`src/rtl/calc_sequencer.sv`:
```
// Calculator control sequencer: debounced-edge Enter/Cancel handling,
// operand load strobes, op select and chained-result feedback.
module calc_sequencer (
    input  logic       Clock,
    input  logic       Resetn,
    input  logic [7:0] Sw,
    input  logic       Enter,
    input  logic       Cancel,
    input  logic       SubSel,
    input  logic       Chain,
    input  logic [7:0] Result,
    output logic [7:0] X,
    output logic       InA,
    output logic       InB,
    output logic       Out,
    output logic       Clear,
    output logic       Add_Subtract,
    output logic [1:0] Phase,
    output logic       Busy
);

    typedef enum logic [2:0] {
        S_CLR,
        S_WAIT_A,
        S_LOAD_A,
        S_WAIT_B,
        S_LOAD_B,
        S_EXEC,
        S_SHOW
    } state_t;

    state_t state_q, state_d;
    logic   op_q, op_d;
    logic   chain_q, chain_d;

    logic ent_s1_q, ent_s1_d;
    logic ent_s2_q, ent_s2_d;
    logic ent_prev_q, ent_prev_d;
    logic can_s1_q, can_s1_d;
    logic can_s2_q, can_s2_d;
    logic can_prev_q, can_prev_d;

    logic enter_pls;
    logic cancel_pls;

    always_comb begin
        ent_s1_d   = Enter;
        ent_s2_d   = ent_s1_q;
        ent_prev_d = ent_s2_q;
        can_s1_d   = Cancel;
        can_s2_d   = can_s1_q;
        can_prev_d = can_s2_q;
    end

    assign enter_pls  = ent_s2_q & ~ent_prev_q;
    assign cancel_pls = can_s2_q & ~can_prev_q;

    always_ff @(posedge Clock or negedge Resetn) begin
        if (!Resetn) begin
            state_q    <= S_CLR;
            op_q       <= 1'b0;
            chain_q    <= 1'b0;
            ent_s1_q   <= 1'b0;
            ent_s2_q   <= 1'b0;
            ent_prev_q <= 1'b0;
            can_s1_q   <= 1'b0;
            can_s2_q   <= 1'b0;
            can_prev_q <= 1'b0;
        end else begin
            state_q    <= state_d;
            op_q       <= op_d;
            chain_q    <= chain_d;
            ent_s1_q   <= ent_s1_d;
            ent_s2_q   <= ent_s2_d;
            ent_prev_q <= ent_prev_d;
            can_s1_q   <= can_s1_d;
            can_s2_q   <= can_s2_d;
            can_prev_q <= can_prev_d;
        end
    end

    // Enter pulses in states without an Enter arc are simply dropped
    always_comb begin
        state_d = state_q;
        op_d    = op_q;
        chain_d = chain_q;
        unique case (state_q)
            S_CLR: begin
                state_d = S_WAIT_A;
                op_d    = 1'b0;
                chain_d = 1'b0;
            end
            S_WAIT_A: begin
                if (enter_pls) begin
                    state_d = S_LOAD_A;
                    chain_d = 1'b0;
                end
            end
            S_LOAD_A: state_d = S_WAIT_B;
            S_WAIT_B: begin
                if (enter_pls) begin
                    state_d = S_LOAD_B;
                    op_d    = SubSel;
                end
            end
            S_LOAD_B: state_d = S_EXEC;
            S_EXEC:   state_d = S_SHOW;
            S_SHOW: begin
                if (enter_pls) begin
                    state_d = S_LOAD_A;
                    chain_d = Chain;
                end
            end
            default: state_d = S_CLR;
        endcase
        if (cancel_pls) begin
            state_d = S_CLR;
            op_d    = 1'b0;
            chain_d = 1'b0;
        end
    end

    always_comb begin
        Clear        = (state_q == S_CLR);
        InA          = (state_q == S_LOAD_A);
        InB          = (state_q == S_LOAD_B);
        Out          = (state_q == S_EXEC);
        Add_Subtract = op_q;
        X            = Sw;
        if (state_q == S_LOAD_A && chain_q) begin
            X = Result;
        end
        Phase = 2'b11;
        Busy  = 1'b1;
        unique case (state_q)
            S_WAIT_A: begin
                Phase = 2'b00;
                Busy  = 1'b0;
            end
            S_WAIT_B: begin
                Phase = 2'b01;
                Busy  = 1'b0;
            end
            S_SHOW: begin
                Phase = 2'b10;
                Busy  = 1'b0;
            end
            default: begin
                Phase = 2'b11;
                Busy  = 1'b1;
            end
        endcase
    end

endmodule

```
`config.mk`:
```
export PLATFORM = sky130hd
export DESIGN_NAME = calc_sequencer
export DESIGN_NICKNAME = d
export VERILOG_FILES = /design/src/rtl/calc_sequencer.sv
export SDC_FILE = /design/constraint.sdc
export NUM_CORES = 1
export LEC_CHECK = 0
export CAP_MARGIN = 15
export CORE_MARGIN = 1.5
export CORE_UTILIZATION = 25
export DETAILED_ROUTE_END_ITERATION = 10
export GPL_ROUTABILITY_DRIVEN = 0
export HOLD_SLACK_MARGIN = 0.02
export PLACE_DENSITY = 0.65
export SLEW_MARGIN = 15
export SYNTH_ARGS = -nofsm -noshare
export SYNTH_HDL_FRONTEND = slang
export SYNTH_SLANG_ARGS = --single-unit
```
`constraint.sdc`:
```
create_clock -name Clock -period 2.88 [get_ports Clock]
set_input_delay 0.72 -clock Clock [delete_from_list [all_inputs] [get_ports Clock]]
set_output_delay 0.72 -clock Clock [all_outputs]
set_load 0.01 [all_outputs]
```
==> impl_metrics.toml, run 1 <==
[sta]
maxSlewHeadroom_pct = 69.1
slew_violations = 0
final_hold_viol_count = 0
tightest_slew_ns = 0.463
fmax_ghz = 0.363
fin_setup_tns_ns = 0
period_needed_ns = 2.76
finalSetupViolations = 0
fin_crit_sh_pct = 95.7
rsz0062_at_grt = "no"
fin_skew_ns = 0.00218

[synth]
yosysTopAreaCellShare_pct = 43.3
synth-edff-count = 0
synth.distinct_cells = 24
synth_area_um2 = 636
yosysWarnings = 0
netlist_instances = 56
yosys_most_used_dff = "dfrtp_1"
syn_area_per_cell_um2 = 11.4
synthArstFlopShare_pct = 100
yosys.area.top_type = "dfrtp_1"
synth_nets = 78
ys_ff_latch = 11
synth_area_leaders = "dfrtp_1 (43%), mux2_4 (19%), nor2_1 (4.1%), buf_6 (3.5%), a21oi_1 (2.4%)"
yosysSeqAreaShare_pct = 43.3

[setup_path]
path_delay_family = "simple AND/OR/NAND/NOR gates"
worst-path-buf-inv = 1
critPathLaunch = "state_q[2]$_DFFE_PN0P_"
setup.worst_path.class = "reg2out"
cp_cell_sequence = "nor3b_2 > and2_4 > mux2_4 > clkdlybuf4s50_1"
arrival_ns = 2.04
worst_setup_path_end_kind = "output port"
slowest_stage = "dfrtp_1"
critPathLaunchType = "flip-flop"
crit_required_ns = 2.16
crit_fanout = 9
cpPeakStageDelay_ns = 0.48
r2r_start = "state_q[2]$_DFFE_PN0P_"

[global_routing]
antenna_found_initial = 0
grtUsageTotal_pct = 9.82
grt-ovfl-total = 0
grt_pass1_vias = 504
grt_max_degree = 12
grt_first_pass_wirelength_um = 2030

[floorplan]
rows = 18
dieHeight_um = 53.4
coreArea_um2 = 2430
ios = 38
die_w_um = 53.4
die-area_um2 = 2850
initial_core_util_pct = 26.1

[placement]
port_buffers = 37
hpwl_um = 1030

[clocking]
cts_tree = "yes"
cts-root-buf = "clkbuf_4"
clkLatencyLatePin_ns = 0.26
htreeDepth = 1
postCtsHoldBufs = 0
cts_buffers = 3
clock_path_buffers = 2
clk_pin_slew_ns = 0.06
cts_setup_buffers = 0
clock-sinks = 11
ctsResizeCount = 0

[power_and_ir_drop]
p_leak_nw = 0.426
clkPwrFrac_pct = 19.4
vdd_drop_max_mv = 0.307
total_power_mw = 0.510
p_sw_share_pct = 29.9
power_frac_seq_pct = 39.5
p_comb_share_pct = 41.2
p_sw_mw = 0.153
power_density_nw_per_um2 = 493
power.internal_mw = 0.358

[cells_and_area]
syn_to_final_growth_pct = 63.0
layout-drive-gt1-share_pct = 18.1
fill_cells = 247
multiInputGateArea_um2 = 314
fin_nets = 117
regArea_um2 = 277
diodes = 0

[drt]
viasPerCell = 4.30
wire_per_inst_um = 10.5
dr.pass1.iters = 2
routed-via-count = 533
drc_errors = 0
postRouteAntennaNets = 0
drt-initial-drc-count = 4
routed_wl_um = 1310

[status]
status = "complete, no violations"

[flow_run]
maxCapViolations = 0

[worst_hold_path]
hp-class = "reg2reg"
worstHoldStart = "ent_s1_q$_DFF_PN0_"
-- power groups by stage --
stage / clock [mW] / sequential (mW) / combinational, mW
detailed placement: 0 / 0.203 / 0.211
finish: 0.0988 / 0.202 / 0.210
global route: 0.113 / 0.206 / 0.232
global placement: 0 / 0.201 / 0.209
CTS: 0.104 / 0.201 / 0.213
floorplan: 0 / 0.184 / 0.130
-- synth_stat cells (2+ instances only) --
master and number:
nand2_1 3, mux2_4 8, dfrtp_1 11, o21ai_0 3, nand2b_1 2, a21oi_1 3
nor3_1 2, buf_6 2, nor2_1 7
-- cell usage in the layout, fill, tap and decap left out --
master,instances
dfrtp_1,10
and2_1,1
a21oi_1,3
nand2_1,3
nor2b_1,1
or3b_1,1
clkdlybuf4s50_1,37
and2_4,1
o21ai_0,3
mux2_4,8
clkbuf_4,3
clkbuf_1,1
nor3_1,2
nor2b_4,1
xor2_1,1
dfrtp_2,1
o21ai_1,1
nand3b_1,1
and4_1,1
buf_4,1
mux2i_1,1
o21a_1,1
inv_2,1
nand2b_1,2
nor2_1,7
nor3b_2,1
-- flip-flops by register name (all words and copies together) (netlist names) --
name,count
state_q,3
can_prev_d,1
can_prev_q,1
ent_prev_d,1
Add_Subtract,1
can_s1_q,1
ent_prev_q,1
ent_s1_q,1
chain_q,1
-- logic make-up after synthesis --
| group | after synthesis | share of synthesized area (%) |
|---|---|---|
| simple gates | 22 | 20.9 |
| xor+xnor | 1 | 1.38 |
| mux | 9 | 20.5 |
| compound gates | 8 | 6.69 |
| flops | 11 | 43.3 |
| buf+inv | 5 | 7.28 |
-- worst reg2reg max path: cells and delay by family (launching register included) --
kind                   cells  cell delay (ns)
buffers and inverters      1             0.09
and+or+nand+nor            2             0.54
AOI/OAI and AO/OA          1             0.15
DFF                        1             0.52
-- path summary, 6_finish.rpt --
path / to / slack (ns) / cells past startpoint
max: X[0] / 0.12 / 4
min: ent_prev_d$_DFF_PN0_ / 0.35 / 0
max reg2reg: Add_Subtract$_DFFE_PN0P_ / 1.52 / 4
min reg2reg: ent_prev_d$_DFF_PN0_ / 0.35 / 0
max in group asynchronous: state_q[1]$_DFFE_PN0P_ / 1.76 / 1
min in group asynchronous: Add_Subtract$_DFFE_PN0P_ / 0.78 / 1
-- layer usage --
metal	GRT usage, %	up-vias	share of wire (%)
met5	0	-	0
met4	5.13	0	0
met3	2.82	0	16
met2	17.9	31	46
met1	9.91	234	38
li1	-	268	-
-- area by class of cell --
class	count	area share, %
clock buffer	4	2.54
inverter	1	0.362
multi-input combinational	40	30.3
sequential	11	26.7
tap	30	3.62
timing repair buffer	38	36.5
-- metrics by stage --
stage               std cells  instance area [um2]  hold slack [ns]  setup WS (ns)  utilization [%]
finish                    124                 1040            0.351          0.124             42.6
detailed placement        120                 1010            0.337          0.296             41.5
global placement          120                 1010            0.333          0.295             41.5
global route              124                 1040            0.360       0.000488             42.6
floorplan                  56                  636            0.331          0.777                -
CTS                       124                 1030            0.352         0.0641             42.5
Note: power is estimated with default switching activity, not from simulation.
==> run 2: changes to the inputs <==
==> constraint.sdc (replaced) <==
create_clock -name Clock -period 3.5 [get_ports Clock]
set_input_delay 0.875 -clock Clock [delete_from_list [all_inputs] [get_ports Clock]]
set_output_delay 0.875 -clock Clock [all_outputs]
set_load 0.01 [all_outputs]
==> run 2 against run 1 <==
Core utilization fell by 0.36 points; sequential share of layout area rose by 0.11 points; via count fell by 0.75%; largest power group is now registers; cell area fell by 0.84%.
==> impl_metrics.toml, run 2 (synthesis gave the netlist of run 1 again) <==
[setup_path]
arrival_ns = 2.06
r2r_end = "Add_Subtract$_DFFE_PN0P_"
setup.worst_path.class = "reg2out"
ff2ff_path_depth = 4
crit_required_ns = 2.62
r2r_start = "state_q[2]$_DFFE_PN0P_"
path_delay_family = "flip-flops"
critPathLaunchType = "flip-flop"
worst_setup_path_end_kind = "output port"
crit_fanout = 10
worst-path-buf-inv = 1
cp_cell_sequence = "nor3b_2 > and2_4 > mux2_4 > clkdlybuf4s50_1"
cpPeakStageDelay_ns = 0.50
rrSetupSlack_ns = 2.15
slowest_stage = "dfrtp_1"
cp.depth = 4

[cells_and_area]
layout_commonest_cell = "clkdlybuf4s50_1"
largest_reg_flops = 3
diodes = 0
fin_area_um2 = 1030
fill_cells = 247
fin_nets = 116
syn_to_final_growth_pct = 61.6
post-route-util_pct = 42.2
largest-register = "state_q"
layout-drive-gt1-share_pct = 16.1
final_cell_mix = "clkdlybuf4s50_1 (37), dfrtp_1 (11), mux2_4 (8), nor2_1 (7)"

[clocking]
cts_tree = "yes"
postCtsHoldBufs = 0
cts_buffers = 3
clock_path_buffers = 2
clk_pin_slew_ns = 0.06
cts-root-buf = "clkbuf_4"
ctsResizeCount = 0
cts_setup_buffers = 0
clkLatencyLatePin_ns = 0.26
htreeDepth = 1
clock-sinks = 11

[floorplan]
initial_core_util_pct = 26.1
coreArea_um2 = 2430
die-area_um2 = 2850
die_w_um = 53.4
dieHeight_um = 53.4
rows = 18
ios = 38

[sta]
final_hold_viol_count = 0
period_needed_ns = 2.93
fin_skew_ns = 0.000649
fin_crit_sh_pct = 83.7
rsz0062_at_grt = "no"
maxSlewHeadroom_pct = 69.5
fin_setup_tns_ns = 0
fmax_ghz = 0.341
finalSetupViolations = 0
slew_violations = 0
tightest_slew_ns = 0.456
worst_slack_ns = 0.569

[drt]
postRouteAntennaNets = 0
viasPerCell = 4.30
drt-initial-drc-count = 3
wire_per_inst_um = 10.5
routed_wl_um = 1290
routed-via-count = 529
drc_errors = 0
dr.pass1.iters = 4

[power_and_ir_drop]
vdd_drop_max_mv = 0.241
p_leak_nw = 0.423
total_power_mw = 0.414
power_density_nw_per_um2 = 403

[flow_run]
maxCapViolations = 0

[worst_hold_path]
hold_depth = 0
hold_end = "ent_prev_d$_DFF_PN0_"
worstHoldStart = "ent_s1_q$_DFF_PN0_"
hp-class = "reg2reg"

[status]
status = "complete, no violations"

[placement]
hpwl_um = 1030
port_buffers = 37
place_area_um2 = 1000
place_ws_ns = 0.587

[global_routing]
grt-ovfl-total = 0
grt_max_degree = 13
grt_pass1_vias = 508
grt_first_pass_wirelength_um = 2030
grtUsageTotal_pct = 9.95
antenna_found_initial = 0
run 2: cell types whose count changed in the layout (fill, tap and decap cells not counted):
cell	change
buf_4	-1
dfrtp_1	+1
dfrtp_2	-1
run 2: power breakdown:
part | total (mW) | internal, mW | switching [mW]
Sequential | 0.170 | 0.142 | 0.0285
Clock | 0.0816 | 0.0440 | 0.0376
Combinational | 0.162 | 0.104 | 0.0583
run 2: layout make-up:
type	instances	area (um2)	share of cell area, %
well taps	30	37.5	3.65
inverters	1	3.75	0.365
multi-input cells	40	314	30.6
repair buffers	37	370	36.1
flip-flops and latches	11	275	26.8
clock buffers	4	26.3	2.56
run 2: worst max-delay path by stage:
stage | start | endpoint | slack [ns]
6_report | state_q[1]$_DFFE_PN0P_ | X[5] | 0.57
3_3_place_gp | Sw[0] | X[0] | 0.60
2_1_floorplan | state_q[2]$_DFFE_PN0P_ | X[0] | 1.24
5_1_grt | state_q[1]$_DFFE_PN0P_ | X[0] | 0.43
3_5_place_dp | Sw[5] | X[5] | 0.59
4_1_cts | state_q[1]$_DFFE_PN0P_ | X[5] | 0.54
run 2: worst register-to-register path: stages, from the launching register on:
cell     delay, ns
dfrtp_1       0.51
inv_2         0.09
and4_1        0.19
or3b_1        0.35
a21oi_1       0.15
run 2: per-layer routing:
metal / wire (um) / vias up / GRT usage (%) / share of wire, %
met5: 0 / - / 0 / 0
met1: 473 / 227 / 9.79 / 37
met4: 21 / 0 / 6.41 / 1.6
met3: 232 / 2 / 3.11 / 18
met2: 562 / 36 / 17.7 / 44
li1: - / 264 / - / -
run 2: stage by stage:
step / cells / hold WS (ns)
floorplan: 56 / 0.331
global placement: 119 / 0.333
detailed placement: 119 / 0.336
CTS: 123 / 0.351
global route: 123 / 0.372
finish: 123 / 0.349
==> run 3: changes to the inputs <==
==> constraint.sdc (replaced) <==
create_clock -name Clock -period 3 [get_ports Clock]
set_input_delay 0.75 -clock Clock [delete_from_list [all_inputs] [get_ports Clock]]
set_output_delay 0.75 -clock Clock [all_outputs]
set_load 0.01 [all_outputs]
==> run 3 against run 2 <==
Final cell count unchanged; clock skew grew 0.00075 ns; flip-flop and latch count stayed put; combinational power grew 17%; total power up 17%; routed wire length fell by 0.16%; worst setup slack lost 0.38 ns; clock power up 18%; cell area unchanged; non-clock buffer count unchanged; global-route usage increased by 0.059 points.
==> impl_metrics.toml, run 3 (synthesis gave the netlist of run 1 again) <==
[status]
status = "complete, no violations"

[floorplan]
dieHeight_um = 53.4
coreArea_um2 = 2430
ios = 38
die-area_um2 = 2850
initial_core_util_pct = 26.1
rows = 18
die_w_um = 53.4

[setup_path]
crit_fanout = 10
r2r_start = "state_q[2]$_DFFE_PN0P_"
arrival_ns = 2.06
worst_setup_path_end_kind = "output port"
cpPeakStageDelay_ns = 0.50
critPathLaunch = "state_q[1]$_DFFE_PN0P_"
setup.worst_path.class = "reg2out"
r2r_end = "Add_Subtract$_DFFE_PN0P_"
slowest_stage = "dfrtp_1"
cp_cell_sequence = "nor3b_2 > and2_4 > mux2_4 > clkdlybuf4s50_1"
ff2ff_path_depth = 4
endpoint = "X[5]"
critPathLaunchType = "flip-flop"
crit_required_ns = 2.25
rrSetupSlack_ns = 1.65

[flow_run]
maxCapViolations = 0

[placement]
place_inst = 119
port_buffers = 37
place_ws_ns = 0.336
hpwl_um = 1030

[clocking]
htreeDepth = 1
cts_buffers = 3
clkLatencyLatePin_ns = 0.26
postCtsHoldBufs = 0
cts-root-buf = "clkbuf_4"
ctsResizeCount = 0
cts_tree = "yes"
clock_path_buffers = 2
clock-sinks = 11
cts_setup_buffers = 0
clk_pin_slew_ns = 0.06

[sta]
tightest_slew_ns = 0.454
period_needed_ns = 2.81
fmax_ghz = 0.356
final_hold_viol_count = 0
worst_slack_ns = 0.188
maxSlewHeadroom_pct = 69.6
fin_skew_ns = 0.00140
fin_crit_sh_pct = 93.7
finalSetupViolations = 0
slew_violations = 0
fin_setup_tns_ns = 0
rsz0062_at_grt = "no"

[global_routing]
grtUsageTotal_pct = 10.0
antenna_found_initial = 0
grt-ovfl-total = 0
grt_pass1_vias = 513
grt_first_pass_wirelength_um = 2050
grt_max_degree = 13

[worst_hold_path]
hp-class = "reg2reg"
worstHoldStart = "ent_s1_q$_DFF_PN0_"
hold_depth = 0

[drt]
postRouteAntennaNets = 0
wire_per_inst_um = 10.5
drt-initial-drc-count = 3
dr.pass1.iters = 4
viasPerCell = 4.29
routed-via-count = 528
drc_errors = 0
routed_wl_um = 1290

[cells_and_area]
fin_cells = 123
layout-drive-gt1-share_pct = 16.1
syn_to_final_growth_pct = 61.6
final_cell_mix = "clkdlybuf4s50_1 (37), dfrtp_1 (11), mux2_4 (8), nor2_1 (7)"
layout_commonest_cell = "clkdlybuf4s50_1"
post-route-util_pct = 42.2
largest-register = "state_q"
diodes = 0
largest_reg_flops = 3
fill_cells = 248
fin_nets = 116

[power_and_ir_drop]
p_leak_nw = 0.423
vdd_drop_max_mv = 0.278
power_density_nw_per_um2 = 471
total_power_mw = 0.484
run 3: cell counts in the layout (fill, tap and decap cells not counted):
Identical to the previous run, type by type.
run 3: worst min path at each step:
stage,to,slack (ns)
floorplan,can_prev_d$_DFF_PN0_,0.33
detailed placement,ent_prev_d$_DFF_PN0_,0.34
global route,ent_prev_d$_DFF_PN0_,0.37
finish,ent_prev_d$_DFF_PN0_,0.35
CTS,ent_prev_d$_DFF_PN0_,0.35
global placement,ent_prev_d$_DFF_PN0_,0.33
run 3: cell type report:
type	instances	area (um2)	area share (%)
Clock buffer	4	26.3	2.56
Inverter	1	3.75	0.365
Multi-Input combinational cell	40	314	30.6
Sequential cell	11	275	26.8
Tap cell	30	37.5	3.65
Timing Repair Buffer	37	370	36.1
run 3: metrics by stage:
step / area (um2) / hold slack [ns]
2_1_floorplan: 636 / 0.331
3_3_place_gp: 1000 / 0.333
3_5_place_dp: 1000 / 0.336
4_1_cts: 1030 / 0.351
5_1_grt: 1030 / 0.372
6_report: 1030 / 0.349
run 3: critical path: cells and delay by family (launching register included):
kind                   cells  cell delay, ns
buffers and inverters      1            0.48
multiplexers               1            0.31
AND/OR/NAND/NOR            2            0.50
flip-flops                 1            0.50
run 3: report_power, final:
group / leakage, nW / switching, mW / total, mW / internal [mW]
clock: 0.0150 / 0.0446 / 0.0960 / 0.0514
sequential: 0.135 / 0.0334 / 0.199 / 0.165
combinational: 0.273 / 0.0680 / 0.189 / 0.121
run 3: routing by layer:
metal | global-route usage (%) | vias up | share of wire, %
met4 | 6.41 | 0 | 1.6
met1 | 9.97 | 230 | 37
met5 | 0 | - | 0
li1 | - | 263 | -
met3 | 3.39 | 2 | 17
met2 | 17.5 | 33 | 44
